==> config.mk <==
export PLATFORM = sky130hd
export DESIGN_NAME = mdu_iter
export DESIGN_NICKNAME = d
export VERILOG_FILES = /design/src/rtl/mdu_iter_pkg.sv /design/src/rtl/mdu_div_core.sv /design/src/rtl/mdu_iter.sv
export SDC_FILE = /design/constraint.sdc
export NUM_CORES = 2
export LEC_CHECK = 0
export ABC_CLOCK_PERIOD_IN_PS = 4500
export BUFFER_PORTS_ARGS = -buffer_cell sky130_fd_sc_hd__buf_2
export CORE_MARGIN = 2
export CORE_UTILIZATION = 40
export DETAILED_ROUTE_END_ITERATION = 8
export SLEW_MARGIN = 20
export SYNTH_ARGS = -nofsm -noshare
export SYNTH_HDL_FRONTEND = slang
export SYNTH_SLANG_ARGS = --single-unit
==> constraint.sdc <==
create_clock -name clk -period 4.5 [get_ports clk]
set_input_delay 0.45 -clock clk [delete_from_list [all_inputs] [get_ports clk]]
set_output_delay 0.45 -clock clk [all_outputs]
set_load 0.01 [all_outputs]
==> src/rtl/mdu_iter_pkg.sv <==
// Shared MDU op encodings, FSM states and op-class helpers.
// Defining MDU_ACC_EN enables the MADD/MADDU/MSUB/MSUBU accumulate ops.
package mdu_iter_pkg;

  localparam logic [3:0] MDU_NONE  = 4'd0;
  localparam logic [3:0] MDU_MULT  = 4'd1;
  localparam logic [3:0] MDU_MULTU = 4'd2;
  localparam logic [3:0] MDU_DIV   = 4'd3;
  localparam logic [3:0] MDU_DIVU  = 4'd4;
  localparam logic [3:0] MDU_MTHI  = 4'd5;
  localparam logic [3:0] MDU_MTLO  = 4'd6;
  localparam logic [3:0] MDU_MADD  = 4'd7;
  localparam logic [3:0] MDU_MADDU = 4'd8;
  localparam logic [3:0] MDU_MSUB  = 4'd9;
  localparam logic [3:0] MDU_MSUBU = 4'd10;

`ifdef MDU_ACC_EN
  localparam logic ACC_EN = 1'b1;
`else
  localparam logic ACC_EN = 1'b0;
`endif

  typedef enum logic [2:0] {
    S_IDLE,
    S_MUL,
    S_DIV_ITER,
    S_DIV_FIX,
    S_WAIT
  } mdu_state_e;

  function automatic logic is_acc(input logic [3:0] op);
    return ACC_EN & (op inside {MDU_MADD, MDU_MADDU, MDU_MSUB, MDU_MSUBU});
  endfunction

  function automatic logic is_mul(input logic [3:0] op);
    return (op inside {MDU_MULT, MDU_MULTU}) | is_acc(op);
  endfunction

  function automatic logic is_div(input logic [3:0] op);
    return op inside {MDU_DIV, MDU_DIVU};
  endfunction

  function automatic logic is_signed_op(input logic [3:0] op);
    return op inside {MDU_MULT, MDU_DIV, MDU_MADD, MDU_MSUB};
  endfunction

  function automatic logic is_sub(input logic [3:0] op);
    return op inside {MDU_MSUB, MDU_MSUBU};
  endfunction

endpackage

==> src/rtl/mdu_div_core.sv <==
// Iterative restoring divider on unsigned magnitudes, one quotient bit per cycle.
// The first step is taken on the load edge; done pulses once the last bit is in.
module mdu_div_core
  import mdu_iter_pkg::*;
#(
  parameter int WIDTH = 32
) (
  input  logic             clk,
  input  logic             reset,
  input  logic             start,
  input  logic [WIDTH-1:0] dividend,
  input  logic [WIDTH-1:0] divisor,
  output logic             done,
  output logic [WIDTH-1:0] quotient,
  output logic [WIDTH-1:0] remainder
);

  localparam int CW = $clog2(WIDTH + 1);

  logic [WIDTH-1:0] rem_q, rem_d, quo_q, quo_d, dvs_q, dvs_d;
  logic [CW-1:0]    cnt_q, cnt_d;
  logic             run_q, run_d, done_q, done_d;
  logic [2*WIDTH-1:0] nxt;

  // Shift in the next dividend bit, subtract if it fits, record the quotient bit.
  function automatic logic [2*WIDTH-1:0] step(input logic [WIDTH-1:0] rem,
                                               input logic [WIDTH-1:0] quo,
                                               input logic [WIDTH-1:0] dvs);
    logic [WIDTH:0]   shifted;
    logic [WIDTH-1:0] diff;
    logic             ge;
    shifted = {rem, quo[WIDTH-1]};
    ge      = shifted >= {1'b0, dvs};
    diff    = shifted[WIDTH-1:0] - dvs;
    return {(ge ? diff : shifted[WIDTH-1:0]), quo[WIDTH-2:0], ge};
  endfunction

  always_comb begin
    rem_d  = rem_q;
    quo_d  = quo_q;
    dvs_d  = dvs_q;
    cnt_d  = cnt_q;
    run_d  = run_q;
    done_d = 1'b0;
    nxt    = '0;
    if (start) begin
      nxt            = step('0, dividend, divisor);
      {rem_d, quo_d} = nxt;
      dvs_d          = divisor;
      cnt_d          = CW'(1);
      run_d          = 1'b1;
    end else if (run_q) begin
      nxt            = step(rem_q, quo_q, dvs_q);
      {rem_d, quo_d} = nxt;
      cnt_d          = cnt_q + 1'b1;
      if (cnt_q == CW'(WIDTH - 1)) begin
        run_d  = 1'b0;
        done_d = 1'b1;
      end
    end
  end

  always_ff @(posedge clk or negedge reset) begin
    if (!reset) begin
      rem_q  <= '0;
      quo_q  <= '0;
      dvs_q  <= '0;
      cnt_q  <= '0;
      run_q  <= 1'b0;
      done_q <= 1'b0;
    end else begin
      rem_q  <= rem_d;
      quo_q  <= quo_d;
      dvs_q  <= dvs_d;
      cnt_q  <= cnt_d;
      run_q  <= run_d;
      done_q <= done_d;
    end
  end

  assign done      = done_q;
  assign quotient  = quo_q;
  assign remainder = rem_q;

endmodule

==> src/rtl/mdu_iter.sv <==
// Execute-stage multiply/divide unit owning HI/LO; fixed-latency multiply, iterative divide.
// MDU_ACC_EN adds the accumulate ops (MADD/MADDU/MSUB/MSUBU) on the multiply timing.
module mdu_iter
  import mdu_iter_pkg::*;
#(
  parameter int WIDTH       = 32,
  parameter int MUL_LATENCY = 5,
  parameter int DIV_LATENCY = 33
) (
  input  logic             clk,
  input  logic             reset,
  input  logic             start,
  input  logic [3:0]       op,
  input  logic [WIDTH-1:0] rs_data,
  input  logic [WIDTH-1:0] rt_data,
  output logic             stall,
  output logic             busy,
  output logic             div_zero,
  output logic [WIDTH-1:0] hi,
  output logic [WIDTH-1:0] lo
);

  if (DIV_LATENCY < WIDTH + 1) begin : g_bad_div_latency
    $error("mdu_iter: DIV_LATENCY must be at least WIDTH+1");
  end
  if (MUL_LATENCY < 1) begin : g_bad_mul_latency
    $error("mdu_iter: MUL_LATENCY must be at least 1");
  end

  localparam int CNT_W = $clog2(DIV_LATENCY + MUL_LATENCY + 2);

  mdu_state_e         state_q, state_d;
  logic [CNT_W-1:0]   cnt_q, cnt_d;
  logic               busy_q, busy_d, dz_q, dz_d, dz_pend_q, dz_pend_d;
  logic               acc_q, acc_d, sub_q, sub_d, neg_quo_q, neg_quo_d, neg_rem_q, neg_rem_d;
  logic [WIDTH-1:0]   hi_q, hi_d, lo_q, lo_d, res_hi_q, res_hi_d, res_lo_q, res_lo_d;
  logic [2*WIDTH-1:0] prod_q, prod_d;

  logic               sgn, a_neg, b_neg, div_go, core_done;
  logic [WIDTH-1:0]   dvd_mag, dvs_mag, core_quo, core_rem, fix_quo, fix_rem;
  logic [2*WIDTH-1:0] a_ext, b_ext, prod_now, mul_res;

  always_comb begin
    sgn      = is_signed_op(op);
    a_neg    = sgn & rs_data[WIDTH-1];
    b_neg    = sgn & rt_data[WIDTH-1];
    dvd_mag  = a_neg ? -rs_data : rs_data;
    dvs_mag  = b_neg ? -rt_data : rt_data;
    a_ext    = a_neg ? {{WIDTH{1'b1}}, rs_data} : {{WIDTH{1'b0}}, rs_data};
    b_ext    = b_neg ? {{WIDTH{1'b1}}, rt_data} : {{WIDTH{1'b0}}, rt_data};
    prod_now = a_ext * b_ext;
    div_go   = (state_q == S_IDLE) & start & is_div(op) & (rt_data != '0);
    // Accumulate reads the live HI/LO at the commit edge, not at issue.
    mul_res  = !acc_q ? prod_q : sub_q ? ({hi_q, lo_q} - prod_q) : ({hi_q, lo_q} + prod_q);
    fix_quo  = neg_quo_q ? -core_quo : core_quo;
    fix_rem  = neg_rem_q ? -core_rem : core_rem;
  end

  mdu_div_core #(.WIDTH(WIDTH)) u_div_core (
    .clk       (clk),
    .reset     (reset),
    .start     (div_go),
    .dividend  (dvd_mag),
    .divisor   (dvs_mag),
    .done      (core_done),
    .quotient  (core_quo),
    .remainder (core_rem)
  );

  always_comb begin
    state_d   = state_q;
    cnt_d     = cnt_q;
    busy_d    = busy_q;
    dz_d      = dz_q;
    dz_pend_d = dz_pend_q;
    acc_d     = acc_q;
    sub_d     = sub_q;
    neg_quo_d = neg_quo_q;
    neg_rem_d = neg_rem_q;
    hi_d      = hi_q;
    lo_d      = lo_q;
    res_hi_d  = res_hi_q;
    res_lo_d  = res_lo_q;
    prod_d    = prod_q;
    unique case (state_q)
      S_IDLE: begin
        if (start && is_mul(op)) begin
          prod_d  = prod_now;
          acc_d   = is_acc(op);
          sub_d   = is_sub(op);
          busy_d  = 1'b1;
          cnt_d   = CNT_W'(1);
          state_d = S_MUL;
        end else if (start && is_div(op)) begin
          neg_quo_d = a_neg ^ b_neg;
          neg_rem_d = a_neg;
          busy_d    = 1'b1;
          cnt_d     = CNT_W'(1);
          dz_pend_d = (rt_data == '0);
          res_lo_d  = '1;
          res_hi_d  = rs_data;
          state_d   = (rt_data == '0) ? S_WAIT : S_DIV_ITER;
        end else if (op == MDU_MTHI) begin
          hi_d = rs_data;
        end else if (op == MDU_MTLO) begin
          lo_d = rs_data;
        end
      end
      S_MUL: begin
        if (cnt_q == CNT_W'(MUL_LATENCY)) begin
          {hi_d, lo_d} = mul_res;
          busy_d       = 1'b0;
          state_d      = S_IDLE;
        end else begin
          cnt_d = cnt_q + 1'b1;
        end
      end
      S_DIV_ITER: begin
        cnt_d = cnt_q + 1'b1;
        if (core_done) state_d = S_DIV_FIX;
      end
      S_DIV_FIX: begin
        // At the minimum latency the fixed-up result commits straight from here.
        if (cnt_q == CNT_W'(DIV_LATENCY)) begin
          lo_d    = fix_quo;
          hi_d    = fix_rem;
          dz_d    = 1'b0;
          busy_d  = 1'b0;
          state_d = S_IDLE;
        end else begin
          res_lo_d = fix_quo;
          res_hi_d = fix_rem;
          cnt_d    = cnt_q + 1'b1;
          state_d  = S_WAIT;
        end
      end
      S_WAIT: begin
        if (cnt_q == CNT_W'(DIV_LATENCY)) begin
          lo_d    = res_lo_q;
          hi_d    = res_hi_q;
          dz_d    = dz_pend_q;
          busy_d  = 1'b0;
          state_d = S_IDLE;
        end else begin
          cnt_d = cnt_q + 1'b1;
        end
      end
      default: state_d = S_IDLE;
    endcase
  end

  always_ff @(posedge clk or negedge reset) begin
    if (!reset) begin
      state_q   <= S_IDLE;
      cnt_q     <= '0;
      busy_q    <= 1'b0;
      dz_q      <= 1'b0;
      dz_pend_q <= 1'b0;
      acc_q     <= 1'b0;
      sub_q     <= 1'b0;
      neg_quo_q <= 1'b0;
      neg_rem_q <= 1'b0;
      hi_q      <= '0;
      lo_q      <= '0;
      res_hi_q  <= '0;
      res_lo_q  <= '0;
      prod_q    <= '0;
    end else begin
      state_q   <= state_d;
      cnt_q     <= cnt_d;
      busy_q    <= busy_d;
      dz_q      <= dz_d;
      dz_pend_q <= dz_pend_d;
      acc_q     <= acc_d;
      sub_q     <= sub_d;
      neg_quo_q <= neg_quo_d;
      neg_rem_q <= neg_rem_d;
      hi_q      <= hi_d;
      lo_q      <= lo_d;
      res_hi_q  <= res_hi_d;
      res_lo_q  <= res_lo_d;
      prod_q    <= prod_d;
    end
  end

  assign stall    = busy_q | (start & (is_mul(op) | is_div(op)));
  assign busy     = busy_q;
  assign div_zero = dz_q;
  assign hi       = hi_q;
  assign lo       = lo_q;

endmodule

# After elaboration in Yosys (flattened, before gate mapping)
# Index checks and enable logic that the tools add are counted.
op_classes:
  add_sub_neg: 8
  n_mul: 1
  magnitude_cmp: 2
  n_eq_ne: 30
  n_mux: 63
  n_bitwise: 10
  n_reduce_logical: 24
op_table:
  columns: ["cell", "n"]
  rows:
  - ["32-bit 2-to-1 mux", 29]
  - ["32-bit case mux with 4 select lines", 2]
  - ["64-bit 2-to-1 mux", 2]
  - ["32-bit negation", 4]
  - ["32-bit case mux with 2 select lines", 2]
  - ["64-bit by 64-bit multiplier with 64-bit output", 1]
  - ["6-bit 2-to-1 mux", 6]
  - ["33-bit by 32-bit >= comparator with 1-bit output", 1]
  - ["1-bit by 32-bit >= comparator with 1-bit output", 1]
  - ["32-bit zero test", 1]
  - ["32-bit nonzero test", 1]
  - ["1-bit by 32-bit subtractor with 32-bit output", 1]
  - ["32-bit subtractor", 1]
  - ["6-bit case mux with 4 select lines", 1]
  - ["3-bit 2-to-1 mux", 7]
  - ["2-bit != test (second input constant)", 9]
  - ["4-bit by 3-bit == test with 1-bit output (second input constant)", 4]
  - ["4-bit AND reduction", 4]
  - ["3-bit case mux with 5 select lines", 1]
  - ["6-bit by 1-bit adder with 6-bit output (second input constant)", 2]
  - ["4-bit nonzero test", 3]
  - ["1-bit 2-to-1 mux", 11]
  - ["2-bit by 1-bit != test with 1-bit output (second input constant)", 5]
  - ["2-bit nonzero test", 5]
  - ["24 further kinds", 34]
totals:
  regBits: 310
  wordCells: 156

# Logic depth before layout (Yosys ltp)
depth:
  depth_word: 7
  mapped_depth: 38

# Hierarchy
# A second synthesis with hierarchy kept.
unflattened:
  cells_unflattened: 7497
  hier_area_um2: 66879.1
modules_own_cells:
  columns: ["mod", "n_inst", "cells_per_inst", "area_per_inst_um2", "seq_area_each_um2"]
  rows:
  - ["mdu_iter", 1, 6680, 59913.7, 5154.9]
  - ["mdu_div_core", 1, 817, 6965.4, 2602.5]

# Worst setup path before layout
# Ideal clock, no wire load.
synth_timing:
  path_type: "in2reg"
  start: "in op[1]"
  end: "reg prod_q[59]"
  setup_ps: 126
  arrival_ps: 9687
  required_time_ps: 4374
  setup_slack_ps: -5313
  stages: 33
  path_buffers: 4
  cell_sequence: "mux2i_1 -> and3_1 -> clkbuf_1 -> clkbuf_1 -> clkbuf_1 -> nand2_1 -> inv_1 -> fa_1 -> inv_1 -> fa_1 -> fa_1 -> inv_1 -> fa_1 -> inv_1 -> fa_1 -> inv_1 -> fa_1 -> fa_1 -> fa_1 -> fa_1 -> inv_1 -> fa_1 -> inv_1 -> ha_1 -> a21o_1 -> a21o_1 -> a21o_1 -> a21o_1 -> a221oi_1 -> and2_1 -> clkbuf_1 -> o21ai_0 -> a221o_1"
synth_between:
  elab_chain_cells: 5
synth_lines:
  columns: ["item", "line_no", "text"]
  rows:
  - ["from (decl)", "mdu_iter.sv:13", "input logic [3:0] op,"]
  - ["4-bit by 1-bit == test with 1-bit output, or another cell as far along", "mdu_iter_pkg.sv:36, mdu_iter_pkg.sv:44", null]
  - ["4-bit nonzero test", "mdu_iter_pkg.sv:44", "return op inside {MDU_MULT, MDU_DIV, MDU_MADD, MDU_MSUB};"]
  - ["1-bit bitwise AND (on tied branches)", "mdu_iter.sv:45, mdu_iter.sv:46", null]
  - ["64-bit 2-to-1 mux (on tied branches)", "mdu_iter.sv:49, mdu_iter.sv:50", null]
  - ["64-bit by 64-bit multiplier with 64-bit output", "mdu_iter.sv:51", "prod_now = a_ext * b_ext;"]
  - ["to (signal assigned)", "mdu_iter.sv:182", "prod_q <= prod_d;"]
  - ["to (decl)", "mdu_iter.sv:37", "logic [2*WIDTH-1:0] prod_q, prod_d;"]
# Parallel ways exist; a longest one is shown, timed or not.
# A chain may end at the register's enable or synchronous reset.

# Worst setup path after layout
layout_timing:
  start: "in op[1]"
  end: "reg prod_q[56]"
# The elaborated chain is that of the path after synthesis.

==> impl_metrics.csv <==
group,metric,value,unit
outcome,outcome,"finished, violations left",
outcome,violations,"setup timing",
cells_and_area,fill_cells,15600,
worst_setup_path,crit_path_start,"op[1]",
synthesis,synth-seq-cells,310,
floorplan,initial_core_util,0.402,
synthesis,synth-edff-count,0,
timing,hold_viol,0,
clock_tree,cts-buffers-inserted,39,
cells_and_area,drive_above_1_share,0.194,
cells_and_area,synthToLayoutAreaGrowth,21.3,%
worst_setup_path,worst-path-buf-inv,10,
route,drc,0,
cells_and_area,finalNonFillerCells,10300,
synthesis,yosysSeqAreaShare,0.117,
floorplan,ios,138,
placed_design,place_ws,-5.08,ns
floorplan,core_area,165000,sq um
timing,drv_slew,0,
worst_setup_path,r2r_slack,0.63,ns
floorplan,fp.dieH,411,um
cells_and_area,utilization,0.488,
clock_tree,path_clk_slew,0.06,ns
placed_design,dp_hpwl,200000,um
global_routing,grt_pass1_vias,57900,
synthesis,synthCells,7367,
route,ant_nets,0,
worst_setup_path,arrival,9.10,ns
worst_setup_path,path_class,"input pin to flop",
worst_setup_path,crit_path_end_kind,"flop",
synthesis,yosys.area_share.xor_xnor,0.0353,
synthesis,synth_compound_area_frac,0.0911,
route,routed_wl,238000,um
clock_tree,clk_latency,0.58,ns
route,drt-wirelength-per-cell,23.1,um
timing,worstMarginPinSlew,0.922,ns
global_routing,grt_usage,0.284,
synthesis,synth_cell_types,87,
hold_path,hp-class,"input pin to flop",
worst_setup_path,critical-path-top-delay-family,"adder cells",
synthesis,synthAdderAreaFrac,0.495,
cells_and_area,fin_nets,9913,
timing,period_needed,8.67,ns
synthesis,synth-main-ff-cell,"dfrtp_1",
worst_setup_path,crit_required,4.93,ns
worst_setup_path,crit_fanout,6,
floorplan,die-area,169000,sq um
synthesis,synthMuxAreaShare,0.00981,
route,dr_total_vias,53600,
synthesis,netlist_area,66200,sq um
cells_and_area,regArea,7760,sq um
synthesis,yosys_warnings,0,
floorplan,die_x,411,um
global_routing,grt_pass1_wl,360000,um
hold_path,hold_start,"rs_data[0]",
clock_tree,cts_tree,"built",
floorplan,rows,149,
timing,setup_violations,57,
placed_design,dpl.cell_count,10100,
synthesis,synthArstFlopShare,1.00,
cells_and_area,multi_input_area,52700,sq um
clock_tree,root_buffer,"clkbuf_16",
placed_design,place.gp.congestion,1.02,
worst_setup_path,start_kind,"input pin",
global_routing,grt_max_degree,106,
global_routing,overflow,0,
clock_tree,clock-sinks,310,
timing,finClkSkew,0.0209,ns
synthesis,synth_top_family_by_area,"adder cells",
synthesis,syn_nets,9208,
route,drtIter0Drc,3893,
synthesis,synthSimpleGateAreaFrac,0.136,
timing,slew_headroom,0.384,
worst_setup_path,slowest_stage,"fa_2",
flow_run,cap_violations,0,
worst_setup_path,rr_startpoint,"u_div_core.remainder[0]",
timing,max_freq,115,MHz
timing,setup_slack,-4.17,ns
global_routing,antenna_found_initial,16,
clock_tree,clk_path_buf_depth,3,
worst_setup_path,path_common_cell,"fa_1",
route,vias_per_cell,5.21,
clock_tree,htreeDepth,2,
route,firstDrtPassIters,6,
placed_design,io_buffers,137,
worst_setup_path,cpPeakStageDelay,0.61,ns
timing,fin_hold_ws,0.412,ns
timing,final.period_utilization,1.93,
synthesis,syn_area_per_cell,8.99,sq um
timing,grt_setup_unrepaired,"yes",
final timing paths:
kind | to | cells past startpoint
worst max-delay path | prod_q[56] | 34
worst min-delay path | res_hi_q[0] | 4
worst max register to register | u_div_core.remainder[30] | 13
worst min register to register | hi[29] | 2
max in group asynchronous | u_div_core.dvs_q[11] | 3
min in group asynchronous | prod_q[12] | 2
sequential cells by signal, indices dropped and copies added (netlist names), 3 cells and up:
name / count
u_div_core.dvs_q: 32
res_hi_q: 32
u_div_core.cnt_q: 6
res_lo_q: 32
cnt_q: 6
lo: 32
u_div_core.remainder: 32
hi: 32
u_div_core.quotient: 32
prod_q: 64
state_q: 3
worst register-to-register path: stages, from the launching register on:
cell and delay [ns]:
dfrtp_1 0.53, inv_1 0.18, fa_1 0.48, nor2b_1 0.23, o211ai_1 0.18, a211oi_1 0.50, a221oi_1 0.19, buf_4 0.18
o211a_1 0.24, o211ai_1 0.28, and3_1 0.21, a211oi_1 0.06, mux2_2 0.28, a221oi_2 0.23
metrics by stage:
stage | instance area (sq um) | TNS, ns
finish | 80300 | -175.73
global route | 80300 | -187.12
CTS | 78500 | -200.74
detailed placement | 75700 | -273.86
global placement | 75700 | -267.58
floorplan | 67800 | -168.58
synth_stat cells (20+ instances only):
cell type  number  area share
a21oi_1       181       0.014
xnor2_1       169       0.022
nor3_1         38      0.0029
or3_1          20      0.0019
o21ai_0       362       0.027
buf_1          90      0.0051
a21o_1         77      0.0087
ha_1          354       0.067
mux2i_1        57      0.0086
fa_1         1416        0.43
nand3_1        38      0.0029
o22a_1         31      0.0041
o31ai_1        33      0.0037
dfrtp_1       310        0.12
xor2_1         95       0.013
a31oi_1        30      0.0028
a22oi_1        63      0.0071
and2_1        367       0.035
inv_1        1621       0.092
a211oi_1       29      0.0033
nand2_1      1113       0.063
nand4_1        28      0.0026
nor2_1        228       0.013
clkbuf_1      317       0.018
logic make-up (layout without fill, tap and decap cells):
kind of cell / after synthesis / in the layout
multiplexers: 64 / 64
other: 0 / 8
flip-flops: 310 / 310
adder cells (fa/ha/maj): 1770 / 1770
AO/OA/AOI/OAI: 956 / 956
buffers and inverters: 2039 / 2771
XOR/XNOR: 265 / 265
AND/OR/NAND/NOR: 1963 / 1964
cells in the final DEF (no fill, tap or decap), types with 54 or more instances in the layout:
cell,count
buf_6,103
inv_1,1557
xor2_1,87
and2_1,354
nor2_1,218
buf_2,86
dfrtp_1,308
fa_2,77
fa_1,1339
xnor2_1,152
a21oi_1,145
inv_2,59
a22oi_1,63
buf_4,775
o21ai_1,54
o21ai_0,296
nand2_1,1076
ha_1,316
buf_12,70
mux2i_1,56
a21o_1,76
final cells by class:
type,instances,area share
Antenna cell,8,0.000249
Inverter,1622,0.0760
Clock inverter,19,0.00310
Tap cell,2189,0.0341
Multi-Input combinational cell,5019,0.657
Sequential cell,310,0.0966
Clock buffer,50,0.0137
Timing Repair Buffer,1080,0.120
metal layers:
layer / GRT usage / up-vias / part of all wire
li1: - / 23700 / -
met1: 0.362 / 27700 / 0.40
met2: 0.482 / 1782 / 0.48
met3: 0.0390 / 445 / 0.065
met4: 0.120 / 4 / 0.054
met5: 0 / - / 0.00011
timing repair:
item / in CTS / in global routing
endpoints found under the setup margin: 90 / 91
hold endpoints to repair: 42 / 0
setup buffers: 47 / 52
cloned: 2 / 10
gates resized for setup: 245 / 328
hold buffers: 1 / 0
pin swaps: 142 / 180
Power is left out: the tool's default activity adds up to more than one toggle a clock period on the data nets, which glitch-free logic cannot reach.
